File: config.mk
export PLATFORM = sky130hd
export DESIGN_NAME = imem_loader_flat
export DESIGN_NICKNAME = d
export VERILOG_FILES = /design/src/rtl/imem_loader_if.sv /design/src/rtl/imem_loader.sv /design/src/flat_wrapper.sv
export SDC_FILE = /design/constraint.sdc
export NUM_CORES = 1
export LEC_CHECK = 0
export CORE_ASPECT_RATIO = 0.75
export CORE_MARGIN = 4
export CORE_UTILIZATION = 47
export CTS_CLUSTER_DIAMETER = 50
export CTS_CLUSTER_SIZE = 14
export DETAILED_ROUTE_END_ITERATION = 12
export PLACE_DENSITY = 0.82
export SETUP_SLACK_MARGIN = 0.1
export SYNTH_ARGS = -nofsm -noshare
export SYNTH_HDL_FRONTEND = slang
export SYNTH_SLANG_ARGS = --single-unit
File: constraint.sdc
create_clock -name clk -period 3 [get_ports clk]
set_clock_uncertainty 0.05 [all_clocks]
set_input_delay 0.9 -clock clk [delete_from_list [all_inputs] [get_ports clk]]
set_output_delay 0.9 -clock clk [all_outputs]
set_load 0.005 [all_outputs]
File: src/rtl/imem_loader_if.sv
// Byte stream and memory write port bundle for the boot-time image loader.
// The loader is the slave: it consumes rx bytes and drives the write port.
interface imem_loader_if #(
    parameter int ADDRESS_WIDTH = 32,
    parameter int DATA_WIDTH    = 8
);
    logic                     rx_valid;
    logic [DATA_WIDTH-1:0]    rx_data;
    logic                     rx_ready;
    logic                     WE;
    logic [ADDRESS_WIDTH-1:0] WA;
    logic [DATA_WIDTH-1:0]    WD;

    modport master (
        output rx_valid, rx_data,
        input  rx_ready, WE, WA, WD
    );

    modport slave (
        input  rx_valid, rx_data,
        output rx_ready, WE, WA, WD
    );
endinterface

File: src/rtl/imem_loader.sv
// Boot-time program loader: length header, payload, checksum trailer.
// Holds the core in reset until a verified image sits in memory.
module imem_loader #(
    parameter int ADDRESS_WIDTH      = 32,
    parameter int ADDRESS_REAL_WIDTH = 12,
    parameter int DATA_WIDTH         = 8
) (
    input  logic             clk,
    input  logic             rst_n,
    input  logic             start,
    imem_loader_if.slave     bus,
    output logic             busy,
    output logic             done,
    output logic             error,
    output logic             cpu_rst_n
);
    localparam int AW = ADDRESS_REAL_WIDTH;
    localparam logic [32:0] CAP = 33'd1 << AW;

    typedef enum logic [2:0] {
        IDLE,
        HDR,
        LOAD,
        CHECK,
        DONE,
        ERROR
    } state_t;

    state_t                   state_q, state_d;
    logic [1:0]               hcnt_q, hcnt_d;
    logic [31:0]              len_q, len_d;
    logic [AW:0]              addr_q, addr_d;
    logic [AW:0]              addr_inc;
    logic [DATA_WIDTH-1:0]    sum_q, sum_d;
    logic                     we_q, we_d;
    logic [ADDRESS_WIDTH-1:0] wa_q, wa_d;
    logic [DATA_WIDTH-1:0]    wd_q, wd_d;
    logic                     busy_q, busy_d;
    logic                     done_q, done_d;
    logic                     error_q, error_d;
    logic                     cpu_q, cpu_d;
    logic                     rdy;
    logic                     acc;

    assign rdy      = (state_q == HDR) || (state_q == LOAD) || (state_q == CHECK);
    assign acc      = rdy && bus.rx_valid;
    assign addr_inc = addr_q + {{AW{1'b0}}, 1'b1};

    assign bus.rx_ready = rdy;
    assign bus.WE       = we_q;
    assign bus.WA       = wa_q;
    assign bus.WD       = wd_q;
    assign busy         = busy_q;
    assign done         = done_q;
    assign error        = error_q;
    assign cpu_rst_n    = cpu_q;

    // Next state, datapath updates and registered status decodes
    always_comb begin
        state_d = state_q;
        hcnt_d  = hcnt_q;
        len_d   = len_q;
        addr_d  = addr_q;
        sum_d   = sum_q;
        we_d    = 1'b0;
        wa_d    = wa_q;
        wd_d    = wd_q;
        unique case (state_q)
            IDLE, DONE, ERROR: begin
                if (start) begin
                    state_d = HDR;
                    hcnt_d  = 2'd0;
                    len_d   = 32'd0;
                    sum_d   = '0;
                end
            end
            HDR: begin
                if (acc) begin
                    len_d  = {bus.rx_data, len_q[31:DATA_WIDTH]};
                    hcnt_d = 2'(hcnt_q + 2'd1);
                    if (hcnt_q == 2'd3) begin
                        if (len_d == 32'd0) begin
                            state_d = CHECK;
                        end else if ({1'b0, len_d} > CAP) begin
                            state_d = ERROR;
                        end else begin
                            state_d = LOAD;
                            addr_d  = '0;
                        end
                    end
                end
            end
            LOAD: begin
                if (acc) begin
                    we_d   = 1'b1;
                    wa_d   = ADDRESS_WIDTH'(addr_q);
                    wd_d   = bus.rx_data;
                    sum_d  = sum_q + bus.rx_data;
                    addr_d = addr_inc;
                    if (32'(addr_inc) == len_q) begin
                        state_d = CHECK;
                    end
                end
            end
            CHECK: begin
                if (acc) begin
                    state_d = (bus.rx_data == sum_q) ? DONE : ERROR;
                end
            end
            default: state_d = IDLE;
        endcase
        busy_d  = (state_d == HDR) || (state_d == LOAD) || (state_d == CHECK);
        done_d  = (state_d == DONE);
        error_d = (state_d == ERROR);
        cpu_d   = (state_d == DONE);
    end

    // State, datapath and output registers
    always_ff @(posedge clk or negedge rst_n) begin
        if (!rst_n) begin
            state_q <= IDLE;
            hcnt_q  <= 2'd0;
            len_q   <= 32'd0;
            addr_q  <= '0;
            sum_q   <= '0;
            we_q    <= 1'b0;
            wa_q    <= '0;
            wd_q    <= '0;
            busy_q  <= 1'b0;
            done_q  <= 1'b0;
            error_q <= 1'b0;
            cpu_q   <= 1'b0;
        end else begin
            state_q <= state_d;
            hcnt_q  <= hcnt_d;
            len_q   <= len_d;
            addr_q  <= addr_d;
            sum_q   <= sum_d;
            we_q    <= we_d;
            wa_q    <= wa_d;
            wd_q    <= wd_d;
            busy_q  <= busy_d;
            done_q  <= done_d;
            error_q <= error_d;
            cpu_q   <= cpu_d;
        end
    end
endmodule

File: src/flat_wrapper.sv
// flat-port wrapper written by rule: the top's interface ports become plain ports
module imem_loader_flat 
#(
    parameter int ADDRESS_WIDTH      = 32,
    parameter int ADDRESS_REAL_WIDTH = 12,
    parameter int DATA_WIDTH         = 8
)
  (clk, rst_n, start, busy, done, error, cpu_rst_n, bus_rx_valid, bus_rx_data, bus_rx_ready, bus_WE, bus_WA, bus_WD);
  imem_loader_if #(.ADDRESS_WIDTH(ADDRESS_WIDTH), .DATA_WIDTH(DATA_WIDTH)) bus_i ();
  input  logic clk;
  input  logic rst_n;
  input  logic start;
  output logic busy;
  output logic done;
  output logic error;
  output logic cpu_rst_n;
  input wire logic [$bits(bus_i.rx_valid)-1:0] bus_rx_valid;
  input wire logic [$bits(bus_i.rx_data)-1:0] bus_rx_data;
  output wire logic [$bits(bus_i.rx_ready)-1:0] bus_rx_ready;
  output wire logic [$bits(bus_i.WE)-1:0] bus_WE;
  output wire logic [$bits(bus_i.WA)-1:0] bus_WA;
  output wire logic [$bits(bus_i.WD)-1:0] bus_WD;
  assign bus_i.rx_valid = bus_rx_valid;
  assign bus_i.rx_data = bus_rx_data;
  assign bus_rx_ready = bus_i.rx_ready;
  assign bus_WE = bus_i.WE;
  assign bus_WA = bus_i.WA;
  assign bus_WD = bus_i.WD;
  imem_loader #(.ADDRESS_WIDTH(ADDRESS_WIDTH), .ADDRESS_REAL_WIDTH(ADDRESS_REAL_WIDTH), .DATA_WIDTH(DATA_WIDTH)) u_core (.clk(clk), .rst_n(rst_n), .start(start), .bus(bus_i), .busy(busy), .done(done), .error(error), .cpu_rst_n(cpu_rst_n));
endmodule
==> results.py, run 1 <==
metrics = {
    "run_status": {
        "status": "finished clean",
    },
    "logic_synthesis": {
        "yosysSeqAreaShare_pct": 48.98,
        "syn_area_sq_mm": 0.004240,
        "synth_area_per_cell_sq_um": 10.93,
        "synth-main-ff-cell": "dfrtp_1",
        "yosysUniqueCellTypes": 56,
        "synth_mux_area_share_pct": 6.344,
        "synth_top_cells_by_count": "83 x dfrtp_1, 39 x a22o_1, 23 x mux2_2",
        "ys_ff_latch": 83,
        "synthTopCellsByArea": "dfrtp_1 49%, a22o_1 8.1%, mux2_2 6.1%",
        "synth_xor_area_share_pct": 4.957,
        "synth_top_area_share_pct": 48.98,
        "yosys.area_share.adder_pct": 3.128,
        "synthCells": 388,
        "ys_warn_count": 0,
        "async_reset_ff_share_pct": 100.0,
        "synth_top_family_by_area": "compound AO/OA/AOI/OAI gates",
        "yosysTopAreaCell": "dfrtp_1",
        "synth_edf_count": 0,
        "synth_compound_area_share_pct": 18.21,
        "synthSimpleGateAreaFrac_pct": 11.86,
        "yosysMostFrequentCell": "dfrtp_1",
    },
    "worst_setup_path": {
        "criticalPathCategory": "primary input to flip-flop",
        "worstRegToRegCells": 7,
        "path_cells": "clkdlybuf4s50_1 > ha_1 > a21o_1 > a21oi_1 > o21ai_0 > o41ai_2 > xor2_1 > buf_4 > o22ai_1",
        "required_ps": 3170,
        "reg2reg_to": "u_core.addr_q[11]",
        "worstPathArrival_ps": 3050,
        "startpoint_type": "primary input",
        "cp_max_fo": 2,
        "end_kind": "flip-flop",
        "slowest_delay_ps": 430,
        "r2r-start": "u_core.len_q[17]",
        "ff2ff_setup_slack_ps": 240,
        "slowest_stage": "clkdlybuf4s50_1",
        "crit_end": "u_core.sum_q[7]",
        "cp-startpoint": "bus_rx_data[1]",
    },
    "place": {
        "place_ws_ps": -234.5,
        "port_buffers": 38,
        "gp_congestion": 0.8630,
        "dp_hpwl_microns": 7280,
    },
    "floorplan": {
        "die-area_sq_mm": 0.01062,
        "core_sq_mm": 0.008636,
        "die_h_microns": 90.26,
        "io_pins": 58,
        "std_cell_rows": 29,
        "start_util_pct": 49.10,
        "die_w_microns": 117.7,
    },
    "timing": {
        "whs_ps": 460.0,
        "worst_slack_ps": 122.5,
        "finalHoldViolCount": 0,
        "worstMarginPinSlew_ps": 708.8,
        "rsz0062_at_grt": "yes",
        "min_period_ps": 2877,
        "max_freq_ghz": 0.3475,
        "maxSlewViolCount": 0,
        "fin_crit_sh_pct": 95.92,
        "slew_headroom_pct": 52.65,
        "setup_viol": 0,
    },
    "cells_and_area": {
        "area_delta_synth_final_pct": 22.45,
        "n_fill_cell": 694,
        "drive_above_1_share_pct": 19.64,
        "nNetsFinal": 465,
        "num_antenna_cells": 0,
        "post-route-util_pct": 60.13,
    },
    "clock_tree": {
        "cts_root_buffer": "clkbuf_16",
        "h-tree-depth": 3,
        "clk_pin_slew_ps": 60,
        "cts_buffers": 9,
        "clk_latency_ps": 340,
        "cts_sinks": 83,
        "tritoncts": "yes",
        "clockBufferDepth": 2,
    },
    "pwr": {
        "ir_drop_v": 0.0003434,
        "power_w": 0.003663,
        "p_leak_nw": 2.391,
        "power_density_mw_per_mm2": 705.5,
    },
    "drt": {
        "vias": 3350,
        "avgRoutedWirePerCell_microns": 18.98,
        "post_drt_via_cell_ratio": 6.025,
        "ant_nets": 0,
        "drt_iter0_drc": 272,
        "drc_errors": 0,
        "first_pass_iters": 5,
        "drt-total-wl_microns": 10560,
    },
    "flow_run": {
        "drv_cap": 0,
    },
    "global_routing": {
        "grt_usage_pct": 20.31,
        "grt_pass1_wl_microns": 17260,
        "grt_pass1_vias": 3264,
        "grt-ovfl-total": 0,
        "antenna_found_initial": 0,
        "grt_max_degree": 47,
    },
    "worst_hold_path": {
        "hold_path_class": "flip-flop to flip-flop",
    },
}
## sequential cells by signal (all words and copies together), names as in the netlist
register	cells
u_core.busy	1
u_core.done	1
u_core.len_q	32
u_core.sum_q	8
u_core.addr_q	13
u_core.bus.WD	8
u_core.bus.WE	1
u_core.error	1
u_core.bus.WA	13
u_core.state_q	3
u_core.hcnt_q	2
## cell type report
cell class	count	area [sq um]	area share, %
Sequential cell	83	2077	40.00
Multi-Input combinational cell	274	1988	38.29
Timing Repair Buffer	70	655.6	12.63
Clock buffer	9	225.2	4.337
Tap cell	108	135.1	2.602
Clock inverter	7	92.59	1.783
Inverter	5	18.77	0.3614
## repair_timing
item / 4_1_cts / 5_1_grt
endpoints found under the setup margin: 0 / 14
setup buffers: 0 / 1
gates resized for setup: 0 / 4
hold buffers: 0 / 0
## logic make-up after synthesis
kind of cell,count (synthesis)
mux,24
compound gates,103
xor+xnor,24
other cells,1
buf+inv,49
simple gates,94
flops,83
fa+ha+maj,10
## report_power, final
part           switching (W)  internal [W]
sequential          0.000269       0.00135
combinational       0.000403      0.000458
clock               0.000458      0.000727
total                0.00113       0.00253
## stage by stage
step	cell area, sq um	TNS, ps	cells
6_report	5192	0	556
5_1_grt	5192	0	556
4_1_cts	5161	0	555
3_5_place_dp	4843	-3056	539
3_3_place_gp	4843	-2548	539
2_1_floorplan	4308	0	406
## worst min-delay path by stage
| stage | startpoint | end | cells after the start | slack, ps |
|---|---|---|---|---|
| floorplan | u_core.sum_q[5] | u_core.sum_q[5] | 1 | 420 |
| global placement | u_core.sum_q[5] | u_core.sum_q[5] | 1 | 430 |
| detailed placement | u_core.bus.WD[0] | u_core.bus.WD[0] | 1 | 450 |
| CTS | u_core.bus.WA[9] | u_core.bus.WA[9] | 1 | 460 |
| global route | u_core.bus.WA[9] | u_core.bus.WA[9] | 1 | 470 |
| finish | u_core.bus.WA[7] | u_core.bus.WA[7] | 1 | 460 |
## metal layers
metal  part of all wire [%]  track usage [%]  up-vias
met5                      0                0        -
met4                    1.3            5.463        0
met3                    7.7            6.825       15
met2                     46            29.79      154
met1                     45            28.91     1676
li1                       -                -     1505
## worst max-delay path: cells and delay by family
kind	cells	cell delay, ps
AOI/OAI and AO/OA	5	970
buffers and inverters	2	580
adders and majority gates	1	320
xor gates and xnor gates	1	260
## cells in the final DEF, fill, tap and decap left out, types with 3 or more instances in the layout
master           instances
a21oi_1                 15
or4_1                    3
xor2_1                   9
a21o_1                   5
or3_1                    3
xnor2_1                 15
o21ai_0                 14
buf_12                   3
conb_1                  19
buf_4                   30
clkbuf_16                9
ha_1                     9
nor2b_1                  4
nor3_1                   8
mux2_2                  23
clkdlybuf4s50_1         37
nand2_1                 21
dfrtp_1                 83
nand4_1                  4
nor4_2                   4
inv_1                    5
nor2_1                  21
clkinv_2                 3
a31oi_1                  7
nand3_1                  8
a22o_1                  39
Power figures use the tool's default switching activity.
==> run 2, diff against run 1 <==
clock period = 3.1 ns   (was 3 ns; I/O delays follow)
==> run 2 against run 1 <==
Net effect:
- first-iteration DRC count fell by 19%
- worst setup slack better by 54 ps
- highest routed layer unchanged
- critical path depth unchanged
- core utilization fell by 0.22 points
- hold slack lost 70 ps
- sequential power down 4%
- die area is the same
- global-route usage is 1.3 points lower
- largest cell class unchanged
- count of clock-buffer cells in the layout is 1 higher
- power down 4.3%
- non-clock buffer count fell by 4
- wire length is 4.5% lower
==> results.py, run 2 (synthesized netlist as in run 1, its figures left out) <==
metrics = {
    "cells_and_area": {
        "final_common_cell": "dfrtp_1",
        "regMostFlops": "u_core.len_q",
        "area_delta_synth_final_pct": 22.01,
        "most-common-layout-cells": "83 x dfrtp_1, 39 x a22o_1, 37 x clkdlybuf4s50_1, 25 x buf_4, 23 x mux2_2",
        "nNetsFinal": 461,
        "num_antenna_cells": 0,
        "design_area_sq_mm": 0.005174,
        "post-route-util_pct": 59.91,
        "largest_reg_flops": 32,
        "drive_above_1_share_pct": 18.69,
    },
    "drt": {
        "post_drt_via_cell_ratio": 5.922,
        "drt_iter0_drc": 220,
        "first_pass_iters": 5,
        "drt-total-wl_microns": 10080,
        "ant_nets": 0,
        "vias": 3269,
        "drc_errors": 0,
        "avgRoutedWirePerCell_microns": 18.26,
    },
    "timing": {
        "worstMarginPinSlew_ps": 712.4,
        "finalHoldViolCount": 0,
        "setup_viol": 0,
        "finalSetupTns_ps": 0,
        "rsz0062_at_grt": "yes",
        "slew_headroom_pct": 52.41,
        "maxSlewViolCount": 0,
        "max_freq_ghz": 0.3421,
        "fin_crit_sh_pct": 94.29,
        "min_period_ps": 2923,
    },
    "worst_setup_path": {
        "ff2ff_setup_slack_ps": 340,
        "criticalPathCategory": "primary input to flip-flop",
        "required_ps": 3280,
        "cp_max_fo": 5,
        "startpoint_type": "primary input",
        "worstPathArrival_ps": 3100,
        "end_kind": "flip-flop",
    },
    "clock_tree": {
        "clockBufferDepth": 2,
        "cts_sinks": 83,
        "h-tree-depth": 3,
        "cts_root_buffer": "clkbuf_16",
        "clk_pin_slew_ps": 60,
        "cts_buffers": 9,
        "cts-hold-fix-buffers": 0,
        "clk_latency_ps": 330,
        "tritoncts": "yes",
    },
    "floorplan": {
        "die-area_sq_mm": 0.01062,
        "core_sq_mm": 0.008636,
        "die_w_microns": 117.7,
        "io_pins": 58,
        "die_h_microns": 90.26,
        "std_cell_rows": 29,
        "start_util_pct": 49.10,
    },
    "pwr": {
        "power_density_mw_per_mm2": 677.5,
        "swShare_pct": 30.02,
        "combinationalPowerShare_pct": 23.2,
        "p_sw_w": 0.001052,
        "ir_drop_v": 0.0004271,
        "power_frac_clock_pct": 32.4,
        "p_leak_nw": 2.375,
        "p_int_w": 0.002453,
        "seq_power_share_pct": 44.3,
    },
    "global_routing": {
        "grt_usage_pct": 18.99,
        "antenna_found_initial": 0,
        "grt_max_degree": 71,
        "grt_pass1_vias": 3166,
        "grt-ovfl-total": 0,
        "grt_pass1_wl_microns": 16400,
    },
    "place": {
        "dp_hpwl_microns": 6935,
        "gp_congestion": 0.8566,
        "placed_area_sq_mm": 0.004826,
        "port_buffers": 38,
    },
    "worst_hold_path": {
        "hold_path_class": "primary input to async pin",
    },
    "run_status": {
        "status": "finished clean",
    },
    "flow_run": {
        "drv_cap": 0,
    },
}
==> run 2: cell type report <==
class	instances	area, sq um
timing repair buffer	66	638.1
clock inverter	6	87.58
clock buffer	10	229.0
fill	701	3462
sequential	83	2077
multi-input combinational	274	1988
tap	108	135.1
inverter	5	18.77
==> run 2: power by group through the flow <==
stage          combinational (W)  clock [W]  sequential (W)
5_1_grt                 0.000890    0.00121         0.00157
6_report                0.000814    0.00114         0.00155
4_1_cts                 0.000810    0.00115         0.00154
3_5_place_dp            0.000794          0         0.00156
3_3_place_gp            0.000774          0         0.00155
2_1_floorplan           0.000599          0         0.00147
==> run 2: path summary, 6_finish.rpt <==
path	from	cells after the start	end
worst max-delay path	bus_rx_data[5]	9	u_core.busy
worst min-delay path	rst_n	1	u_core.error
worst max register to register	u_core.len_q[17]	7	u_core.addr_q[11]
worst min register to register	u_core.bus.WA[11]	1	u_core.bus.WA[11]
max in group asynchronous	rst_n	2	u_core.bus.WA[9]
min in group clk	u_core.bus.WA[11]	1	u_core.bus.WA[11]
==> run 2: stage by stage <==
stage / setup slack [ps] / hold slack (ps) / std cells / total power (W)
2_1_floorplan: 473.6 / 419.8 / 406 / 0.002067
3_3_place_gp: -96.39 / 435.9 / 535 / 0.002321
3_5_place_dp: -145.9 / 444.1 / 535 / 0.002349
4_1_cts: 218.0 / 391.0 / 551 / 0.003502
5_1_grt: 71.67 / 398.6 / 552 / 0.003670
6_report: 177.0 / 389.9 / 552 / 0.003505
==> run 2: layer usage <==
| metal | vias up | global-route usage, % | wire, microns |
|---|---|---|---|
| li1 | 1495 | - | - |
| met5 | - | 0 | 0 |
| met2 | 141 | 27.83 | 4610 |
| met3 | 14 | 6.011 | 765 |
| met1 | 1619 | 27.00 | 4589 |
| met4 | 0 | 5.756 | 116 |
==> run 2: worst max-delay path, cell delays in order <==
cell and delay [ps]:
clkdlybuf4s50_1 440, buf_4 160, ha_1 340, nor4_1 450, nand3_1 170, nand4b_1 120
o21a_1 170, o31ai_2 110, o21ba_2 210
==> run 2: what timing repair did <==
| action | CTS | global route |
|---|---|---|
| setup buffers | 0 | 1 |
| resized for setup | 0 | 5 |
| setup endpoints to repair | 0 | 6 |
==> run 3, diff against run 2 <==
DONT_BUFFER_PORTS = 1   (was not set)
PLACE_DENSITY = 0.76   (was 0.82)
clock period = 2.6 ns   (was 3.1 ns; I/O delays follow)
==> run 3 against run 2 <==
Net effect:
- count of clock-buffer cells in the layout is 1 lower
- via count is 3.9% lower
- global-route usage is 0.11 points higher
- critical endpoint is now u_core.addr_q[11]
==> results.py, run 3 (synthesized netlist as in run 1, its figures left out) <==
metrics = {
    "run_status": {
        "status": "finished clean",
    },
    "global_routing": {
        "grt_pass1_vias": 3130,
        "antenna_found_initial": 0,
        "grt_max_degree": 84,
        "grt_pass1_wl_microns": 16250,
        "grt-ovfl-total": 0,
        "grt_usage_pct": 19.10,
    },
    "worst_setup_path": {
        "reg2reg_to": "u_core.addr_q[11]",
        "startpoint_type": "flip-flop",
        "slowest_delay_ps": 560,
        "crit_family": "simple AND/OR/NAND/NOR gates",
        "worstRegToRegCells": 7,
        "cp_max_fo": 4,
        "end_kind": "flip-flop",
        "ff2ff_setup_slack_ps": 10,
        "worstPathArrival_ps": 2770,
        "crit_end": "u_core.addr_q[11]",
        "criticalPathCategory": "flip-flop to flip-flop",
        "cp-startpoint": "u_core.len_q[16]",
        "critPathBufInv": 1,
        "path_cells": "or4_4 > or4b_4 > nor3_2 > nor4_2 > o21a_2 > buf_4 > a32o_1",
        "r2r-start": "u_core.len_q[16]",
        "required_ps": 2780,
        "crit_cells": 7,
        "slowest_stage": "or4_4",
    },
    "cells_and_area": {
        "most-common-layout-cells": "82 x dfrtp_1, 39 x a22o_1, 29 x buf_4, 23 x mux2_2",
        "largest_reg_flops": 32,
        "design_area_sq_mm": 0.004876,
        "seqCellArea_sq_mm": 0.002078,
        "final_common_cell": "dfrtp_1",
        "multiInputGateArea_sq_mm": 0.002083,
        "num_antenna_cells": 0,
        "regMostFlops": "u_core.len_q",
        "nNetsFinal": 427,
        "drive_above_1_share_pct": 24.39,
        "n_fill_cell": 714,
        "area_delta_synth_final_pct": 14.99,
    },
    "floorplan": {
        "io_pins": 58,
        "std_cell_rows": 29,
        "start_util_pct": 49.10,
        "core_sq_mm": 0.008636,
        "die-area_sq_mm": 0.01062,
        "die_h_microns": 90.26,
        "die_w_microns": 117.7,
    },
    "place": {
        "placed_area_sq_mm": 0.004405,
        "port_buffers": 0,
        "dp_hpwl_microns": 6716,
        "gp_congestion": 0.8819,
    },
    "timing": {
        "rsz0062_at_grt": "yes",
        "setup_viol": 0,
        "finalHoldViolCount": 0,
        "min_period_ps": 2587,
        "fin_crit_sh_pct": 99.50,
        "max_freq_ghz": 0.3865,
        "finalSetupTns_ps": 0,
        "worstMarginPinSlew_ps": 803.8,
        "slew_headroom_pct": 46.30,
        "maxSlewViolCount": 0,
    },
    "drt": {
        "drc_errors": 0,
        "avgRoutedWirePerCell_microns": 19.49,
        "first_pass_iters": 6,
        "drt_iter0_drc": 298,
        "ant_nets": 0,
        "vias": 3140,
        "post_drt_via_cell_ratio": 6.062,
        "drt-total-wl_microns": 10100,
    },
    "pwr": {
        "ir_drop_v": 0.0005026,
        "power_density_mw_per_mm2": 857.1,
        "power_w": 0.004179,
        "p_leak_nw": 2.268,
    },
    "clock_tree": {
        "cts_sinks": 83,
        "tritoncts": "yes",
        "clk_latency_ps": 340,
        "cts_root_buffer": "clkbuf_16",
        "h-tree-depth": 3,
        "cts_buffers": 9,
        "clk_pin_slew_ps": 70,
        "clockBufferDepth": 2,
    },
    "flow_run": {
        "drv_cap": 0,
    },
    "worst_hold_path": {
        "hold_path_class": "primary input to async pin",
    },
}
==> run 3: cell count changes in the layout (fill, tap and decap cells not counted), sizes merged <==
cell,change
clkdlybuf4s50,-37
buf,+3
inv,+2
bufinv,-1
clkbuf,-1
==> run 3: stage by stage <==
stage / setup slack (ps) / util, % / hold WS (ps) / instances
2_1_floorplan: 123.6 / - / 419.8 / 406
3_3_place_gp: -16.60 / 51.01 / 432.1 / 498
3_5_place_dp: -143.2 / 51.01 / 438.6 / 498
4_1_cts: 35.14 / 55.36 / 74.77 / 517
5_1_grt: -87.51 / 56.46 / 67.27 / 518
6_report: 12.89 / 56.46 / 83.06 / 518
==> run 3: where the power goes <==
part / switching (W) / internal (W) / total, W
combinational: 0.000507 / 0.000535 / 0.00104
sequential: 0.000256 / 0.00156 / 0.00181
clock: 0.000560 / 0.000765 / 0.00132
total: 0.00132 / 0.00286 / 0.00418
==> run 3: worst min-delay path by stage <==
stage                       end  slack [ps]  cells past startpoint
2_1_floorplan   u_core.sum_q[5]         420                      1
3_3_place_gp    u_core.sum_q[5]         430                      1
3_5_place_dp   u_core.bus.WD[0]         440                      0
4_1_cts        u_core.addr_q[8]          70                      0
5_1_grt        u_core.addr_q[1]          70                      0
6_report       u_core.addr_q[1]          80                      0
==> run 3: cell type report <==
cell class | count | area share, %
clock buffers | 9 | 4.619
clock inverters | 7 | 1.719
inverters | 5 | 0.3849
multi-input cells | 274 | 42.73
flip-flops and latches | 83 | 42.62
well taps | 108 | 2.771
repair buffers | 32 | 5.158
==> run 3: routing by layer <==
metal	up-vias	GRT usage [%]	wire length, microns
met3	20	5.949	787
met1	1574	26.13	4565
met2	129	27.74	4502
met5	-	0	0
met4	0	8.878	243
li1	1417	-	-
==> run 3: repair_timing <==
item | CTS | global route
endpoints found under the setup margin | 17 | 18
hold buffers | 0 | 0
resized for setup | 7 | 23
pin swaps | 4 | 16
setup buffers | 3 | 1
